<file path="config.mk">
export PLATFORM = sky130hd
export DESIGN_NAME = commit_arbiter_flat
export DESIGN_NICKNAME = d
export VERILOG_FILES = /design/src/rtl/commit_arbiter_if.sv /design/src/rtl/commit_arbiter.sv /design/src/flat_wrapper.sv
export SDC_FILE = /design/constraint.sdc
export NUM_CORES = 1
export LEC_CHECK = 0
export ABC_AREA = 1
export BUFFER_PORTS_ARGS = -buffer_cell sky130_fd_sc_hd__buf_2
export CAP_MARGIN = 40
export CORE_UTILIZATION = 51
export CTS_CLUSTER_SIZE = 16
export DETAILED_ROUTE_END_ITERATION = 8
export PLACE_DENSITY = 0.82
export SYNTH_ARGS = -nofsm -noshare
export SYNTH_HDL_FRONTEND = slang
export SYNTH_SLANG_ARGS = --single-unit
</file>
<file path="constraint.sdc">
create_clock -name clk -period 2.6 [get_ports clk]
set_clock_uncertainty 0.1 [all_clocks]
set_input_delay 0.52 -clock clk [delete_from_list [all_inputs] [get_ports clk]]
set_output_delay 0.52 -clock clk [all_outputs]
set_load 0.03 [all_outputs]
</file>
<file path="src/rtl/commit_arbiter_if.sv">
// Commit bus between the execute-unit commit outputs and the commit stage.
// The arbiter uses the slave modport; whatever drives the units and sinks
// the merged stream uses the master modport.
interface commit_arbiter_if #(
    parameter int NUM_REQS = 4,
    parameter int DATAW    = 64
);
    localparam int LOG_REQS = (NUM_REQS > 1) ? $clog2(NUM_REQS) : 1;

    logic [NUM_REQS-1:0]            valid_in;
    logic [NUM_REQS-1:0][DATAW-1:0] data_in;
    logic [NUM_REQS-1:0]            eop_in;
    logic [NUM_REQS-1:0]            ready_in;
    logic                           valid_out;
    logic [DATAW-1:0]               data_out;
    logic                           eop_out;
    logic [LOG_REQS-1:0]            sel_out;
    logic                           ready_out;

    modport master (
        output valid_in, data_in, eop_in, ready_out,
        input  ready_in, valid_out, data_out, eop_out, sel_out
    );

    modport slave (
        input  valid_in, data_in, eop_in, ready_out,
        output ready_in, valid_out, data_out, eop_out, sel_out
    );
endinterface

</file>
<file path="src/rtl/commit_arbiter.sv">
// Round-robin, packet-locked merge of per-unit commit streams onto one
// commit port, with a registered output stage and a one-entry skid buffer.
//
// state     | meaning
// ----------+-------------------------------------------------------------
// ST_OPEN   | no packet in progress; grant goes round-robin from rr_ptr
// ST_LOCKED | a packet from lock_idx is mid-flight; only it may be granted
module commit_arbiter #(
    parameter int NUM_REQS = 4,
    parameter int DATAW    = 64
) (
    input logic            clk,
    input logic            reset,
    commit_arbiter_if.slave bus
);
    localparam int LOG_REQS = (NUM_REQS > 1) ? $clog2(NUM_REQS) : 1;

    typedef enum logic {
        ST_OPEN   = 1'b0,
        ST_LOCKED = 1'b1
    } lock_state_t;

    lock_state_t         state;
    lock_state_t         state_nxt;
    logic [LOG_REQS-1:0] lock_idx;
    logic [LOG_REQS-1:0] lock_idx_nxt;
    logic [LOG_REQS-1:0] rr_ptr;
    logic [LOG_REQS-1:0] rr_ptr_nxt;
    logic [LOG_REQS-1:0] rr_ptr_inc;

    logic [LOG_REQS-1:0] grant;
    logic                grant_valid;
    logic [LOG_REQS-1:0] cand;
    int                  scan_idx;

    logic                fire;
    logic                fire_eop;
    logic [DATAW-1:0]    fire_data;

    logic                out_valid;
    logic [DATAW-1:0]    out_data;
    logic                out_eop;
    logic [LOG_REQS-1:0] out_sel;

    logic                skid_valid;
    logic [DATAW-1:0]    skid_data;
    logic                skid_eop;
    logic [LOG_REQS-1:0] skid_sel;

    // Pick the single eligible requester: the locked unit, or the first
    // valid unit scanning forward from rr_ptr with modulo wrap.
    always_comb begin
        grant       = '0;
        grant_valid = 1'b0;
        cand        = '0;
        scan_idx    = 0;
        if (state == ST_LOCKED) begin
            grant       = lock_idx;
            grant_valid = bus.valid_in[lock_idx];
        end else begin
            for (int k = 0; k < NUM_REQS; k++) begin
                scan_idx = int'(rr_ptr) + k;
                if (scan_idx >= NUM_REQS) begin
                    scan_idx = scan_idx - NUM_REQS;
                end
                cand = LOG_REQS'(scan_idx);
                if (!grant_valid && bus.valid_in[cand]) begin
                    grant       = cand;
                    grant_valid = 1'b1;
                end
            end
        end
    end

    // ready_in only looks at registered state and valid_in, so ready_out
    // never reaches it combinationally; a full skid stalls every unit.
    assign fire         = grant_valid && !skid_valid && !reset;
    assign bus.ready_in = fire ? (NUM_REQS'(1) << grant) : '0;
    assign fire_data    = bus.data_in[grant];
    assign fire_eop     = bus.eop_in[grant];

    // Explicit wrap so non-power-of-two unit counts never reach an
    // out-of-range pointer.
    assign rr_ptr_inc = (int'(grant) == NUM_REQS - 1) ? '0 : grant + LOG_REQS'(1);

    // Lock and round-robin pointer follow only accepted beats; a stalled or
    // partial packet leaves rr_ptr where it was.
    always_comb begin
        state_nxt    = state;
        lock_idx_nxt = lock_idx;
        rr_ptr_nxt   = rr_ptr;
        if (fire) begin
            if (fire_eop) begin
                state_nxt  = ST_OPEN;
                rr_ptr_nxt = rr_ptr_inc;
            end else begin
                state_nxt    = ST_LOCKED;
                lock_idx_nxt = grant;
            end
        end
    end

    // Arbitration state register.
    always_ff @(posedge clk) begin
        if (reset) begin
            state    <= ST_OPEN;
            lock_idx <= '0;
            rr_ptr   <= '0;
        end else begin
            state    <= state_nxt;
            lock_idx <= lock_idx_nxt;
            rr_ptr   <= rr_ptr_nxt;
        end
    end

    // Output register plus skid: a skid entry always drains into the output
    // first, and while it is occupied no new beat can fire.
    always_ff @(posedge clk) begin
        if (reset) begin
            out_valid  <= 1'b0;
            out_data   <= '0;
            out_eop    <= 1'b0;
            out_sel    <= '0;
            skid_valid <= 1'b0;
            skid_data  <= '0;
            skid_eop   <= 1'b0;
            skid_sel   <= '0;
        end else if (skid_valid) begin
            if (bus.ready_out) begin
                out_valid  <= 1'b1;
                out_data   <= skid_data;
                out_eop    <= skid_eop;
                out_sel    <= skid_sel;
                skid_valid <= 1'b0;
            end
        end else if (fire) begin
            if (!out_valid || bus.ready_out) begin
                out_valid <= 1'b1;
                out_data  <= fire_data;
                out_eop   <= fire_eop;
                out_sel   <= grant;
            end else begin
                skid_valid <= 1'b1;
                skid_data  <= fire_data;
                skid_eop   <= fire_eop;
                skid_sel   <= grant;
            end
        end else if (bus.ready_out) begin
            out_valid <= 1'b0;
        end
    end

    assign bus.valid_out = out_valid;
    assign bus.data_out  = out_data;
    assign bus.eop_out   = out_eop;
    assign bus.sel_out   = out_sel;
endmodule

</file>
<file path="src/flat_wrapper.sv">
// flat-port wrapper written by rule: the top's interface ports become plain ports
module commit_arbiter_flat 
#(
    parameter int NUM_REQS = 4,
    parameter int DATAW    = 64
)
  (clk, reset, bus_valid_in, bus_data_in, bus_eop_in, bus_ready_out, bus_ready_in, bus_valid_out, bus_data_out, bus_eop_out, bus_sel_out);
  commit_arbiter_if #(.NUM_REQS(NUM_REQS), .DATAW(DATAW)) bus_i ();
  input logic clk;
  input logic reset;
  input wire logic [$bits(bus_i.valid_in)-1:0] bus_valid_in;
  input wire logic [$bits(bus_i.data_in)-1:0] bus_data_in;
  input wire logic [$bits(bus_i.eop_in)-1:0] bus_eop_in;
  input wire logic [$bits(bus_i.ready_out)-1:0] bus_ready_out;
  output wire logic [$bits(bus_i.ready_in)-1:0] bus_ready_in;
  output wire logic [$bits(bus_i.valid_out)-1:0] bus_valid_out;
  output wire logic [$bits(bus_i.data_out)-1:0] bus_data_out;
  output wire logic [$bits(bus_i.eop_out)-1:0] bus_eop_out;
  output wire logic [$bits(bus_i.sel_out)-1:0] bus_sel_out;
  assign bus_i.valid_in = bus_valid_in;
  assign bus_i.data_in = bus_data_in;
  assign bus_i.eop_in = bus_eop_in;
  assign bus_i.ready_out = bus_ready_out;
  assign bus_ready_in = bus_i.ready_in;
  assign bus_valid_out = bus_i.valid_out;
  assign bus_data_out = bus_i.data_out;
  assign bus_eop_out = bus_i.eop_out;
  assign bus_sel_out = bus_i.sel_out;
  commit_arbiter #(.NUM_REQS(NUM_REQS), .DATAW(DATAW)) u_core (.clk(clk), .reset(reset), .bus(bus_i));
endmodule
</file>
==> results by group <==
STA
  • Worst hold slack: 0.236 ns
  • Max_slew headroom: 46.0%
  • Final hold vios: 0
  • Setup ws final: -0.210 ns
  • RSZ-0062 raised after global routing: yes
  • Max Clock Freq: 356 MHz
  • Fin. max-slew vios: 0
  • Setup-failing EPs final: 4
  • Worst-margin pin slew: 0.809 ns
  • Minimum clock period: 2.81 ns
  • Crit share post-route: 108%

Setup path
  • Worst r2r path cells: 19
  • Reg2Reg Setup Slack: 0.09 ns
  • Startpoint types: flip-flop
  • WS Path Type: reg2out
  • CP Capture Type: output port
  • Crit path max fanout: 6
  • Critical path required time: 1.98 ns
  • FF-to-FF Start: u_core.rr_ptr[0]
  • Worst Setup SP: u_core.rr_ptr[0]
  • Crit path arrival time: 2.19 ns
  • Critical Path Sink: bus_ready_in[0]
  • RR Endpoint: u_core.bus.data_out[39]

Route
  • Vias after detailed routing: 11,200
  • Top sig layer: met5
  • Drt total wl: 31,100 um
  • Post-DRT Antenna Nets: 0
  • Drt drc: 0
  • DRT iter0 DRCs: 866
  • Avg Vias per Cell: 5.15
  • Met3 WL: 2300 um
  • DR WL met2: 15,100 um
  • DRT Pass-1 Iters: 6
  • Routed wire per std cell: 14.3 um
  • WL met1: 12,500 um

Yosys
  • Sequential share of the synthesized area: 30.6%
  • Yosys cell types: 23
  • Post-synth top cells: nand2_1, nand3_1, inv_1
  • Mapped Area: 9230 um^2
  • Main synth FF type: dfxtp_1
  • Synth async-reset ratio: 0%
  • Syn Inst Count: 1,629
  • Post-synth top area cell: dfxtp_1
  • Post-synthesis register bit count: 141
  • Main area contributors after synthesis: dfxtp_1, nand2_1, nand3_1, inv_1, a21oi_1
  • Syn Nets: 1,897
  • Yosys warns: 0
  • Mean area per synthesized cell: 5.66 um^2
  • Most common cell in the netlist: nand2_1
  • Yosys top cell area share: 30.6%
  • Number of synthesized flops with an enable pin: 0

Global routing
  • Number of global-route vias before repair: 9,928
  • Global route overflow: 0
  • All-Layer GR Usage: 30.6%
  • Largest net degree at the start of global routing: 137
  • Initial antenna violation count: 5
  • Global-route wire length before repair: 45,800 um

Clock network
  • Deepest clock path buffer count: 2
  • CTS H-Tree Depth: 4
  • CTS Sinks: 141
  • TritonCTS clock tree: built
  • Total CTS buffers: 17
  • Worst-Skew Late Latency: 0.41 ns
  • Root Driver: clkbuf_16
  • Clock transition at path regs: 0.06 ns

Floorplanning
  • Initial Utilization: 52.8%
  • I/O pin count: 339
  • Core Box Area: 17,500 um^2
  • Die ar.: 18,600 um^2
  • Core Rows: 48
  • DIE WIDTH: 137 um
  • Die Span Y: 137 um

Final layout
  • Layout Cells excl Fill: 2,175
  • P&R area growth vs syn: 33.9%
  • Layout cell share with drive strength beyond 1: 25.7%
  • Nets: 2,201
  • Final instance area: 12,400 um^2

Placement
  • Placed Instances: 2,119
  • Dpl hpwl: 19,600 um
  • Placed instance area: 11,100 um^2
  • Post-Place Worst Slack: -0.131 ns
  • RePlAce Congestion: 0.940
  • # port buffers: 338

Job
  • Max Cap Viol: 0

Pwr
  • Static Leak: 0.00742 uW
  • Maximum vdd drop: 0.000792 V
  • Pwr dens: 1360 nW/um^2
  • Total power: 16,800 uW

Outcome
  • Failing checks: negative setup slack
  • Status: finished, violations left

Hold path
  • Min-Delay Path Depth: 2
  • HP Class: in2reg
-- worst max-delay path: stages (launching register included) --
cell	delay, ns
dfxtp_4	0.39
buf_8	0.15
nand2_4	0.07
nand3_4	0.09
nand2_4	0.07
nor2_4	0.15
nand3_2	0.12
nand2_2	0.09
nand3_4	0.08
nand2_4	0.11
inv_6	0.06
ha_4	0.16
inv_2	0.07
nor2_4	0.04
buf_6	0.12
-- cells by family (layout without fill, tap and decap cells) --
logic type | count (synthesis) | after routing | synth area share, %
adder cells (fa/ha/maj) | 1 | 1 | 0.136
buffers and inverters | 336 | 651 | 15.9
other | 0 | 5 | 0
flip-flops | 141 | 141 | 30.6
AO/OA/AOI/OAI | 148 | 148 | 8.06
AND/OR/NAND/NOR | 1003 | 1004 | 45.3
-- through the flow --
step | setup TNS [ns] | utilization (%)
after global placement | -0.148 | 63.5
after detailed placement | -2.15 | 63.5
after global routing | -1.41 | 70.7
final | -0.776 | 70.7
after floorplan | -0.00953 | -
after CTS | -0.627 | 67.9
-- routing by layer --
metal | vias to the layer above | track usage, %
met4 | 2 | 14.2
met2 | 480 | 53.6
met5 | - | 0
met3 | 79 | 5.19
met1 | 5000 | 36.3
li1 | 5636 | -
-- cells in the final DEF (no fill, tap or decap), types with 2 or more instances in the layout --
master,n
bufinv_16,3
nor2_4,3
buf_8,3
dfxtp_2,2
nand3_2,6
clkbuf_16,25
a21oi_2,7
clkbuf_8,2
clkinvlp_4,2
diode_2,5
inv_1,212
clkinv_4,2
o21ai_0,8
nand3_1,269
buf_12,11
nor3_4,3
dfxtp_1,138
clkinv_2,4
nand2_1,679
nand2_2,20
a21oi_1,131
buf_4,25
buf_2,334
nand3_4,4
buf_6,16
nand2_8,2
buf_16,2
inv_6,3
inv_2,5
nand2_4,11
nor2_1,4
-- area by class of cell --
class | instances | area [um^2]
clock buffers | 20 | 457
well taps | 225 | 282
repair buffers | 399 | 2560
diodes | 5 | 12.5
inverters | 221 | 847
multi-input cells | 1153 | 5230
clock inverters | 11 | 143
fillers | 1510 | 5120
flip-flops and latches | 141 | 2830
-- state kept, by name (all words and copies together), names as in the netlist --
register / count
u_core.rr_ptr: 2
u_core.lock_idx: 2
u_core.bus.eop_out: 1
u_core.skid_eop: 1
u_core.bus.data_out: 64
u_core.skid_sel: 2
u_core.bus.sel_out: 2
u_core.state: 1
u_core.skid_data: 64
u_core.bus.valid_out: 1
u_core.skid_valid: 1
-- power breakdown --
group | internal, uW | switching, uW | total, uW
registers | 2850 | 386 | 3230
logic | 3930 | 7160 | 11100
clock network | 1550 | 922 | 2470
-- how the worst min path moves through the flow --
stage / startpoint / to / slack [ns]
2_1_floorplan: u_core.skid_data[0] / u_core.skid_data[0] / 0.35
3_3_place_gp: u_core.bus.sel_out[0] / u_core.bus.sel_out[0] / 0.36
3_5_place_dp: u_core.bus.sel_out[0] / u_core.bus.sel_out[0] / 0.36
4_1_cts: bus_ready_out / u_core.skid_valid / 0.23
5_1_grt: bus_ready_out / u_core.skid_valid / 0.22
6_report: bus_ready_out / u_core.skid_valid / 0.24
-- timing repair --
item,4_1_cts,5_1_grt
setup endpoints to repair,4,141
gates cloned,0,12
gates resized for setup,41,55
pin swaps,18,29
buffers inserted,5,5
hold buffers,0,0
Power figures use the tool's default switching activity.
